<file path="src/rtl/ether_rx_ctrl.sv">
// RMII receive controller: packs dibits into bytes, filters by destination
// address and length, and writes accepted frames into a single-frame buffer.
module ether_rx_ctrl #(
    parameter logic [47:0] MAC_ADDR  = 48'h02_00_00_00_00_01,
    parameter int          MIN_BYTES = 64,
    parameter int          MAX_BYTES = 1518
) (
    input  logic        clk,
    input  logic        rst_n,
    input  logic        axiiv,
    input  logic [1:0]  axiid,
    output logic        wr_en,
    output logic [10:0] wr_addr,
    output logic [7:0]  wr_data,
    output logic        frame_done,
    output logic [10:0] frame_len,
    input  logic        frame_ack,
    output logic [15:0] drop_cnt
);

    typedef enum logic [2:0] {IDLE, DST, DATA, DROP, HOLD} state_t;

    state_t      state, state_nxt;
    logic        axiiv_d;
    logic [1:0]  phase, phase_nxt;
    logic [5:0]  sh, sh_nxt;
    logic [10:0] count, count_nxt;
    logic        uc, uc_nxt, bc, bc_nxt;
    logic        pend, pend_nxt;
    logic        wr_en_nxt;
    logic [10:0] wr_addr_nxt;
    logic [7:0]  wr_data_nxt;
    logic        done_nxt;
    logic [10:0] len_nxt;
    logic [15:0] drop_nxt;
    logic        drop_inc;
    logic        rise;
    logic        byte_done;
    logic [7:0]  new_byte;

    function automatic logic [7:0] mac_byte(input logic [2:0] idx);
        case (idx)
            3'd0:    mac_byte = MAC_ADDR[47:40];
            3'd1:    mac_byte = MAC_ADDR[39:32];
            3'd2:    mac_byte = MAC_ADDR[31:24];
            3'd3:    mac_byte = MAC_ADDR[23:16];
            3'd4:    mac_byte = MAC_ADDR[15:8];
            3'd5:    mac_byte = MAC_ADDR[7:0];
            default: mac_byte = 8'h00;
        endcase
    endfunction

    function automatic logic [15:0] sat_inc(input logic [15:0] v);
        sat_inc = (v == 16'hFFFF) ? v : v + 16'd1;
    endfunction

    assign rise      = axiiv & ~axiiv_d;
    assign byte_done = axiiv && (phase == 2'd3);
    // Earlier dibits sit in sh with dibit 0 at the bottom; the live dibit completes the byte.
    assign new_byte  = {axiid, sh};

    always_comb begin
        state_nxt   = state;
        phase_nxt   = phase;
        sh_nxt      = sh;
        count_nxt   = count;
        uc_nxt      = uc;
        bc_nxt      = bc;
        pend_nxt    = pend;
        wr_en_nxt   = 1'b0;
        wr_addr_nxt = wr_addr;
        wr_data_nxt = wr_data;
        done_nxt    = 1'b0;
        len_nxt     = frame_len;
        drop_inc    = 1'b0;

        case (state)
            IDLE: begin
                if (rise) begin
                    state_nxt = DST;
                    phase_nxt = 2'd1;
                    sh_nxt    = {axiid, sh[5:2]};
                    count_nxt = 11'd0;
                    uc_nxt    = 1'b1;
                    bc_nxt    = 1'b1;
                end
            end
            HOLD: begin
                // An ack coincident with a new frame frees the buffer for that frame.
                if (rise && frame_ack) begin
                    pend_nxt  = 1'b0;
                    state_nxt = DST;
                    phase_nxt = 2'd1;
                    sh_nxt    = {axiid, sh[5:2]};
                    count_nxt = 11'd0;
                    uc_nxt    = 1'b1;
                    bc_nxt    = 1'b1;
                end else if (rise) begin
                    state_nxt = DROP;
                end else if (frame_ack) begin
                    pend_nxt  = 1'b0;
                    state_nxt = IDLE;
                end
            end
            DST, DATA: begin
                if (!axiiv) begin
                    if (phase != 2'd0 || count < 11'(MIN_BYTES)) begin
                        drop_inc  = 1'b1;
                        state_nxt = IDLE;
                    end else begin
                        len_nxt   = count;
                        done_nxt  = 1'b1;
                        pend_nxt  = 1'b1;
                        state_nxt = HOLD;
                    end
                end else begin
                    phase_nxt = phase + 2'd1;
                    sh_nxt    = {axiid, sh[5:2]};
                    if (byte_done) begin
                        if (state == DST) begin
                            uc_nxt      = uc && (new_byte == mac_byte(count[2:0]));
                            bc_nxt      = bc && (new_byte == 8'hFF);
                            wr_en_nxt   = 1'b1;
                            wr_addr_nxt = count;
                            wr_data_nxt = new_byte;
                            count_nxt   = count + 11'd1;
                            if (!uc_nxt && !bc_nxt)
                                state_nxt = DROP;
                            else if (count == 11'd5)
                                state_nxt = DATA;
                        end else if (count >= 11'(MAX_BYTES)) begin
                            state_nxt = DROP;
                        end else begin
                            wr_en_nxt   = 1'b1;
                            wr_addr_nxt = count;
                            wr_data_nxt = new_byte;
                            count_nxt   = count + 11'd1;
                        end
                    end
                end
            end
            DROP: begin
                if (!axiiv) begin
                    drop_inc  = 1'b1;
                    state_nxt = pend ? HOLD : IDLE;
                end
            end
            default: state_nxt = IDLE;
        endcase

        drop_nxt = drop_inc ? sat_inc(drop_cnt) : drop_cnt;
    end

    // axiiv_d resets high so a frame already in progress at reset release is ignored.
    always_ff @(posedge clk or negedge rst_n) begin
        if (!rst_n) begin
            state      <= IDLE;
            axiiv_d    <= 1'b1;
            phase      <= 2'd0;
            count      <= 11'd0;
            uc         <= 1'b0;
            bc         <= 1'b0;
            pend       <= 1'b0;
            wr_en      <= 1'b0;
            wr_addr    <= 11'd0;
            wr_data    <= 8'd0;
            frame_done <= 1'b0;
            frame_len  <= 11'd0;
            drop_cnt   <= 16'd0;
        end else begin
            state      <= state_nxt;
            axiiv_d    <= axiiv;
            phase      <= phase_nxt;
            count      <= count_nxt;
            uc         <= uc_nxt;
            bc         <= bc_nxt;
            pend       <= pend_nxt;
            wr_en      <= wr_en_nxt;
            wr_addr    <= wr_addr_nxt;
            wr_data    <= wr_data_nxt;
            frame_done <= done_nxt;
            frame_len  <= len_nxt;
            drop_cnt   <= drop_nxt;
        end
    end

    always_ff @(posedge clk) begin
        sh <= sh_nxt;
    end

endmodule

</file>
<file path="config.mk">
export PLATFORM = sky130hd
export DESIGN_NAME = ether_rx_ctrl
export DESIGN_NICKNAME = d
export VERILOG_FILES = /design/src/rtl/ether_rx_ctrl.sv
export SDC_FILE = /design/constraint.sdc
export NUM_CORES = 1
export LEC_CHECK = 0
export ABC_AREA = 1
export CAP_MARGIN = 20
export CORE_MARGIN = 2
export CORE_UTILIZATION = 49
export CTS_CLUSTER_SIZE = 40
export DETAILED_ROUTE_END_ITERATION = 8
export GPL_TIMING_DRIVEN = 1
export MAX_ROUTING_LAYER = met4
export PLACE_DENSITY = 0.8
export SLEW_MARGIN = 20
export SYNTH_ARGS = -nofsm -noshare
export SYNTH_HDL_FRONTEND = slang
export SYNTH_SLANG_ARGS = --single-unit
</file>
<file path="constraint.sdc">
create_clock -name clk -period 1.6 [get_ports clk]
set_input_delay 0.24 -clock clk [delete_from_list [all_inputs] [get_ports clk]]
set_output_delay 0.24 -clock clk [all_outputs]
set_load 0.01 [all_outputs]
</file>
-- Yosys cells after proc, flatten, opt, wreduce, memory -nomap -nowiden
Cells that the tools add are included.
- output and inout bits: 48
- register bits: 74
- input port bits: 6
- logic and storage cells: 138
- $add $sub $neg: 3
- mux-type cells: 66
- order comparisons: 2
- reductions and logical operators: 22
- equality and inequality tests: 26
- bitwise operators: 5
- operator list (kind ; count):
    11-bit 2-to-1 mux ; 8
    8-bit 2-to-1 mux ; 6
    3-bit 2-to-1 mux ; 13
    11-bit one-hot mux with 3 select lines ; 1
    1-bit 2-to-1 mux ; 24
    6-bit 2-to-1 mux ; 3
    2-bit != test, second input constant ; 9
    6-bit one-hot mux with 3 select lines ; 1
    6-bit AND reduction ; 3
    16-bit by 1-bit adder with 16-bit output, second input constant ; 1
    16-bit equality test, second input constant ; 1
    3-bit != test, second input constant ; 4
    3-bit one-hot mux with 4 select lines ; 1
    11-bit by 1-bit adder with 11-bit output, second input constant ; 1
    11-bit by 3-bit equality test with 1-bit output, second input constant ; 1
    11-bit >= comparator, second input constant ; 1
    11-bit by 7-bit < comparator with 1-bit output, second input constant ; 1
    8-bit equality test ; 1
    8-bit equality test, second input constant ; 1
    4-bit != test, second input constant ; 2
    4-bit AND reduction ; 2
    3-bit by 2-bit equality test with 1-bit output, second input constant ; 2
    3-bit equality test, second input constant ; 2
    3-bit logical NOT ; 2
    20 further kinds ; 33

-- Longest topological paths before layout
Gate-level depths: netlist of the first run.
- word-level depth: 15
- mapped depth: 14
- gate-level depth less buffers: 14

-- Worst setup path before layout of the first run
OpenSTA, ideal clock, no wires.
- kind: reg2reg
- from: register drop_cnt[0]
- to: register drop_cnt[3]
- library setup time: 0.117 ns
- setup slack: -0.175 ns
- arrival: 1.658 ns
- required time: 1.483 ns
- period minus slack after synthesis: 1.775 ns
- buffers on the path: 1
- cell stages (with the launch flop): 12
- cell sequence: dfrtp_1 > ha_1 > nand3_2 > nor3_2 > nand2_1 > nor2_1 > nand2_1 > nand2_2 > inv_2 > buf_6 > nand3b_1 > nand2_1
- cells in the longest elaborated chain, start to end: 3
- elaborated cells on any way between the ends: 4
- those cells by class: add/sub: 1; eq/ne: 1; bitwise: 1; reduce/logical: 1
- RTL lines (what ; RTL line ; text):
    start: declaration ; 18 ; output logic [15:0] drop_cnt
    start signal: assignment ; 183 ; drop_cnt <= drop_nxt;
    parallel branches: the longest is 3 deep, another holds 16-bit by 1-bit adder with 16-bit output ; -- ;
Parallel ways; which one is timed is not known.
A chain may end at the register's enable or synchronous reset.

-- Worst setup path in the final report of the first run
- from: register state[1]
- to: register drop_cnt[7]
- cells in the longest elaborated chain, start to end: 4
- elaborated cells on any way between the ends: 6
- those cells by class: eq/ne: 3; mux: 1; reduce/logical: 2
- RTL lines (what ; RTL line ; text):
    start: declaration ; 23 ; state_t state, state_nxt;
    start signal: assignment ; 171 ; state <= state_nxt;
    3-bit by 1-bit equality test with 1-bit output / 3-bit by 2-bit equality test with 1-bit output (equally long branches) ; 77 ; case (state)
    2-bit OR reduction ; 77 ;
    1-bit one-hot mux with 2 select lines * ; 77 ;
    2-bit AND reduction (no source line) * ; -- ;
Every way passes the cells marked *; elsewhere a longest branch is shown, timed or not.

==> results.yml, run 1 <==
run_status:
  outcome: "finished, violations left"
  violations: "setup timing"
sta:
  setup_viol: 59
  hold_ws_ps: 420
  period_needed_ps: 1750
  maxSlewViolCount: 0
  relSlewSlack_pct: 74.8
  tightestPinTransition_ps: 378
  max_freq_mhz: 572
  rsz0062_at_grt: "true"
  fin_ws_ps: -148
  period_share_pct: 109
  skew_ps: 16.3
  hold_viol_final: 0
setup_path:
  slowest_stage: "dfrtp_2"
  startpoint_type: "register"
  critPathKind: "register to register"
  reg2reg_to: "drop_cnt[7]"
  cp-startpoint: "state[1]"
  cp.depth: 9
  endpoint: "drop_cnt[7]"
  ff2ff_setup_slack_ps: -150
  r2r-start: "state[1]"
  crit_required_ps: 1830
  cpPeakStageDelay_ps: 450
  worstPathMaxFanout: 6
  arrival_ps: 1980
  reg2reg_depth: 9
  critPathBufInv: 1
  cp-end-kind: "register"
  cp_top_family: "simple AND/OR/NAND/NOR gates"
  worstPathCellList: "nand2_1 > nand2_2 > nor2_4 > nand2_2 > a21oi_4 > nand2_4 > buf_6 > nand2_1 > nand2_1"
  path_common_cell: "nand2_1"
grt:
  grt_use_total_pct: 26.1
  grt_pass1_wl_mm: 16.8
  grt_max_degree: 69
  antenna_found_initial: 0
  grt_overflow_total: 0
  first_global_vias: 3609
route:
  viasPerCell: 5.35
  drtAntennaViolNets: 0
  drc: 0
  firstDrtPassIters: 4
  num_vias: 3667
  wl_per_cell_um: 16.0
  routed_wl_mm: 11.0
  drt_iter0_drc: 285
logic_synthesis:
  netlist-cell-type-count: 34
  synth.avg_cell_area_sq_um: 8.62
  async_flop_share_pct: 91.9
  ys_seq_area_share_pct: 50.7
  ys_warn_count: 0
  ys_ff_latch: 74
  syn_area_sq_mm: 0.00371
  synth_edf_count: 6
  syn_inst: 431
  ys.flop_type: "dfrtp_1"
  syn-num-nets: 443
clock_tree:
  cts_tree: "built"
  clk_path_buf_depth: 2
  root_buffer: "clkbuf_8"
  numCtsBuffers: 9
  clkTransAtPathRegs_ps: 80
  clock_latency_ps: 360
  cts.sinks: 74
  htree_levels: 3
cells_and_area:
  fin_area_sq_mm: 0.00571
  layout-drive-gt1-share_pct: 39.2
  antenna_cells: 0
  finalNetCount: 594
  syn_to_final_growth_pct: 53.6
hold_path:
  hp-class: "input port to async pin"
power_and_ir_drop:
  peakVddDrop_mv: 1.24
  p_int_w: 0.00514
  combPwrFrac_pct: 48.5
  powerDensity_mw_per_mm2: 1480
  power.share.clock_pct: 19.1
  switchingPower_w: 0.00332
  total_power_w: 0.00846
  power_frac_seq_pct: 32.4
  p_leak_nw: 2.64
  switching_share_pct: 39.2
floorplan:
  die_area_sq_mm: 0.00829
  die_x_um: 91.1
  dieHeight_um: 91.1
  ioPinCount: 54
  std_cell_rows: 31
  coreArea_sq_mm: 0.00729
  initial_core_util_pct: 50.9
place:
  routabilityCongestion: 0.845
  place_area_sq_mm: 0.00483
  dpl.hpwl_mm: 6.67
  port-buffer-count: 53
run:
  max_cap_violations: 0
==> layout by cell type, fill, tap and decap left out, types with 11 or more instances in the layout <==
cell type and count:
nand2_1 95, dfrtp_1 60, nand2_2 29, o21ai_1 11, nor2_1 18, xor2_1 13, o21ai_2 24, clkdlybuf4s50_1 43
buf_4 79, nand3_1 17, inv_1 31, o21ai_0 19, inv_2 11
==> flip-flops by register name (all words and copies together), names as in the netlist <==
register    cells
wr_data         8
uc              1
sh              6
wr_addr        11
pend            1
phase           2
bc              1
drop_cnt       16
frame_len      11
frame_done      1
count          11
axiiv_d         1
wr_en           1
state           3
==> routing by layer <==
metal	GRT usage [%]	vias up	part of all wire [%]
li1	-	1692	-
met1	31.5	1756	39
met2	42.7	166	51
met3	4.81	53	5.7
met4	12.1	0	4.1
met5	-	-	0
==> power groups by stage <==
| stage | Sequential, W | Clock [W] | Combinational [W] |
|---|---|---|---|
| after floorplan | 0.00287 | 0 | 0.00158 |
| after global placement | 0.00274 | 0 | 0.00301 |
| after detailed placement | 0.00277 | 0 | 0.00316 |
| after CTS | 0.00272 | 0.00161 | 0.00362 |
| after global routing | 0.00279 | 0.00172 | 0.00441 |
| final | 0.00274 | 0.00162 | 0.00411 |
==> repair_timing <==
item                                    in CTS  in global routing
hold buffers                                 1                  0
endpoints found under the hold margin       67                  0
gates cloned                                 2                  2
endpoints found under the setup margin      66                 69
resized for setup                           68                 63
buffers inserted                            17                 14
pin swaps                                   22                 19
==> area by class of cell <==
class                      instances  area [sq um]
timing repair buffer             148          1360
sequential                        74          1890
clock buffer                       9           124
tap                               99           124
multi-input combinational        302          1920
inverter                          46           190
fill                             440          1590
timing repair inverter             1          8.76
clock inverter                     7          91.3
==> worst register-to-register path, cell delays in order (launching register included) <==
cell and delay [ps]:
dfrtp_2 450, nand2_1 120, nand2_2 90, nor2_4 170, nand2_2 120, a21oi_4 180
nand2_4 140, buf_6 170, nand2_1 100, nand2_1 90
==> worst min path at each step <==
stage / startpoint / endpoint / slack (ps)
after floorplan: rst_n / bc / -60
after global placement: rst_n / frame_len[8] / 290
after detailed placement: rst_n / frame_len[8] / 290
after CTS: rst_n / wr_addr[1] / 460
after global routing: axiid[0] / sh[4] / 470
final: rst_n / count[6] / 420
==> stage by stage <==
| step | utilization [%] | instances | setup TNS (ps) | setup slack (ps) |
|---|---|---|---|---|
| final | 78.3 | 686 | -3770 | -148 |
| after global routing | 78.3 | 686 | -8680 | -216 |
| after CTS | 73.7 | 670 | -293 | -46.1 |
| after detailed placement | 66.3 | 635 | -11850 | -396 |
| after global placement | 66.3 | 635 | -8670 | -308 |
| after floorplan | - | 431 | -1660 | -94.8 |
==> synthesized netlist by cell type (4+ instances only) <==
library cell	count	share of area (%)
xor2_1	14	3.3
nand3_1	25	3.4
nor3_1	13	1.8
inv_2	6	0.61
nand2_1	129	13
dfrtp_1	67	45
xnor2_1	4	0.94
o21ai_2	18	4.2
buf_6	5	1.5
o21a_1	5	1.0
ha_1	6	2.0
edfxtp_1	6	4.9
o21ai_0	31	4.2
nor2_1	25	2.5
inv_1	39	3.9
o21ai_1	5	0.67
nand4_1	6	1.0
==> cell families after synthesis <==
family | synth area share (%)
compound gates | 11.4
xor+xnor | 4.24
fa+ha+maj | 2.02
buf+inv | 6.67
flops | 50.7
simple gates | 25.0
Note: power is estimated with default switching activity, not from simulation.
==> run 2, diff against run 1 <==
--- a/config.mk
+++ b/config.mk
@@ -6,6 +6,7 @@
 export NUM_CORES = 1
 export LEC_CHECK = 0
 export ABC_AREA = 1
+export ABC_CLOCK_PERIOD_IN_PS = 1600
 export CAP_MARGIN = 20
 export CORE_MARGIN = 2
 export CORE_UTILIZATION = 49
==> results of run 2 <==
Final layout, timing and power as in run 1 (identical DEF).
==> run 3, diff against run 2 <==
--- a/config.mk
+++ b/config.mk
@@ -7,7 +7,6 @@
 export LEC_CHECK = 0
 export ABC_AREA = 1
 export ABC_CLOCK_PERIOD_IN_PS = 1600
-export CAP_MARGIN = 20
 export CORE_MARGIN = 2
 export CORE_UTILIZATION = 49
 export CTS_CLUSTER_SIZE = 40
@@ -15,6 +14,7 @@
 export GPL_TIMING_DRIVEN = 1
 export MAX_ROUTING_LAYER = met4
 export PLACE_DENSITY = 0.8
+export REMOVE_ABC_BUFFERS = 1
 export SLEW_MARGIN = 20
 export SYNTH_ARGS = -nofsm -noshare
 export SYNTH_HDL_FRONTEND = slang
==> run 3 against run 2 <==
- fmax rose by 1.2%
- total power increased by 4.2%
- global-route usage shrank 2.3 points
- worst hold slack gained 17 ps
- register-to-register slack better by 20 ps
- worst setup slack better by 20 ps
- sequential share of layout area down 0.46 points
- highest routed layer unchanged
- the flow still finishes with violations (setup timing)
- non-clock buffer count fell by 1
- wire length is 8.4% higher
- critical path depth decreased by 1
==> results.yml, run 3 (same netlist as run 1, synthesis figures left out) <==
setup_path:
  worstPathCellList: "buf_4 > ha_2 > nand3_4 > nor4_4 > xor2_1 > nor2_1 > nand2_4 > o21ai_2"
  r2r-start: "count[0]"
  crit_required_ps: 1850
  slowest_stage: "dfrtp_1"
  cp-end-kind: "register"
  startpoint_type: "register"
  arrival_ps: 1980
  critPathBufInv: 1
  worstPathMaxFanout: 3
  cp-startpoint: "count[0]"
  critPathKind: "register to register"
  cp_top_family: "simple AND/OR/NAND/NOR gates"
  cpPeakStageDelay_ps: 450
hold_path:
  hp-class: "input port to async pin"
route:
  drtAntennaViolNets: 0
  wl_per_cell_um: 17.4
  firstDrtPassIters: 5
  routed_wl_mm: 11.9
  drt_iter0_drc: 311
  viasPerCell: 5.46
  num_vias: 3733
  drc: 0
floorplan:
  initial_core_util_pct: 50.9
  coreArea_sq_mm: 0.00729
  die_area_sq_mm: 0.00829
  ioPinCount: 54
  std_cell_rows: 31
  die_x_um: 91.1
  dieHeight_um: 91.1
cells_and_area:
  layout_commonest_cell: "nand2_1"
  syn_to_final_growth_pct: 56.0
  finalNetCount: 592
  antenna_cells: 0
  final_cell_mix: "91 x nand2_1, 73 x buf_4, 58 x dfrtp_1"
  fin_area_sq_mm: 0.00579
  top_register: "drop_cnt"
  largest_reg_flops: 16
  final_cells: 684
  layout-drive-gt1-share_pct: 39.3
grt:
  grt_use_total_pct: 23.8
  antenna_found_initial: 0
  globalRouteMet2Util_pct: 40.3
  grt_pass1_wl_mm: 15.5
  grt_max_degree: 69
  grt_overflow_total: 0
  grt_util_met3_pct: 3.15
  grt_util_met1_pct: 28.9
  busiest_layer: "met2"
  first_global_vias: 3393
clock_tree:
  root_buffer: "clkbuf_8"
  clk_path_buf_depth: 2
  cts.sinks: 74
  htree_levels: 3
  clkTransAtPathRegs_ps: 80
  cts_tree: "built"
  clock_latency_ps: 370
  numCtsBuffers: 9
power_and_ir_drop:
  powerDensity_mw_per_mm2: 1520
  peakVddDrop_mv: 0.975
  total_power_w: 0.00881
  p_leak_nw: 2.69
sta:
  rsz0062_at_grt: "true"
  skew_ps: 10.4
  fin_ws_ps: -128
  period_share_pct: 108
  relSlewSlack_pct: 75.3
  maxSlewViolCount: 0
  tightestPinTransition_ps: 367
  hold_viol_final: 0
  setup_viol: 57
  period_needed_ps: 1730
  hold_ws_ps: 436
  max_freq_mhz: 579
place:
  routabilityCongestion: 0.920
  port-buffer-count: 53
  pre_cts_ws_ps: -319
  dpl.hpwl_mm: 6.04
  placed_cells: 634
  place_area_sq_mm: 0.00478
run_status:
  violations: "setup timing"
  outcome: "finished, violations left"
run:
  max_cap_violations: 0
-- run 3: changes by cell type in the layout (fill, tap and decap cells not counted), sizes merged --
| cell | delta |
|---|---|
| buf | -4 |
| dlymetal6s2s | +3 |
| clkdlybuf4s50 | -1 |
| bufinv | +1 |
| clkbuf | +4 |
| inv | -1 |
| dlygate4sd2 | -2 |
| clkinv | -2 |
-- run 3: path summary, 6_finish.rpt --
check	endpoint	slack, ps	depth (start not counted)
max	count[8]	-130	8
max in group asynchronous	axiiv_d	850	3
max reg2reg	count[8]	-130	8
min reg2reg	wr_addr[9]	490	2
min	frame_len[9]	440	3
min in group clk	sh[4]	460	1
-- run 3: repair_timing --
action | in CTS | in global routing
buffers inserted | 12 | 15
endpoints found under the setup margin | 68 | 70
gates cloned | 2 | 5
pin swaps | 13 | 29
resized for setup | 46 | 112
endpoints found under the hold margin | 67 | 0
hold buffers | 1 | 0
-- run 3: where the power goes --
| group | total, W | leakage [nW] | internal [W] | switching [W] |
|---|---|---|---|---|
| clock | 0.00179 | 0.117 | 0.00104 | 0.000749 |
| sequential | 0.00280 | 0.953 | 0.00240 | 0.000397 |
| combinational | 0.00423 | 1.62 | 0.00190 | 0.00232 |
| total | 0.00881 | 2.69 | 0.00535 | 0.00347 |
-- run 3: metal layers --
layer | vias up | share of wire, %
met4 | 0 | 3.2
met1 | 1834 | 39
met3 | 42 | 5.2
met5 | - | 0
li1 | 1691 | -
met2 | 166 | 53
-- run 3: area by class of cell --
type                            instances  area [sq um]
Inverter                               46           190
Tap cell                               99           124
Sequential cell                        74          1890
Clock buffer                           10           128
Multi-Input combinational cell        302          1940
Fill cell                             449          1500
Clock inverter                          6           115
Timing Repair Buffer                  147          1400
-- run 3: worst register-to-register path: cells and delay by family (launching register included) --
| family | cells | cell delay, ps |
|---|---|---|
| adders and majority gates | 1 | 220 |
| and+or+nand+nor | 4 | 540 |
| xor gates and xnor gates | 1 | 200 |
| AOI/OAI and AO/OA | 1 | 50 |
| buffers and inverters | 1 | 150 |
| DFF | 1 | 450 |
-- run 3: stage by stage --
step	utilization, %	setup TNS [ps]
finish	79.5	-3210
floorplan	-	-5610
CTS	71.8	-99.6
global route	79.5	-7540
global placement	65.5	-7210
detailed placement	65.5	-9260
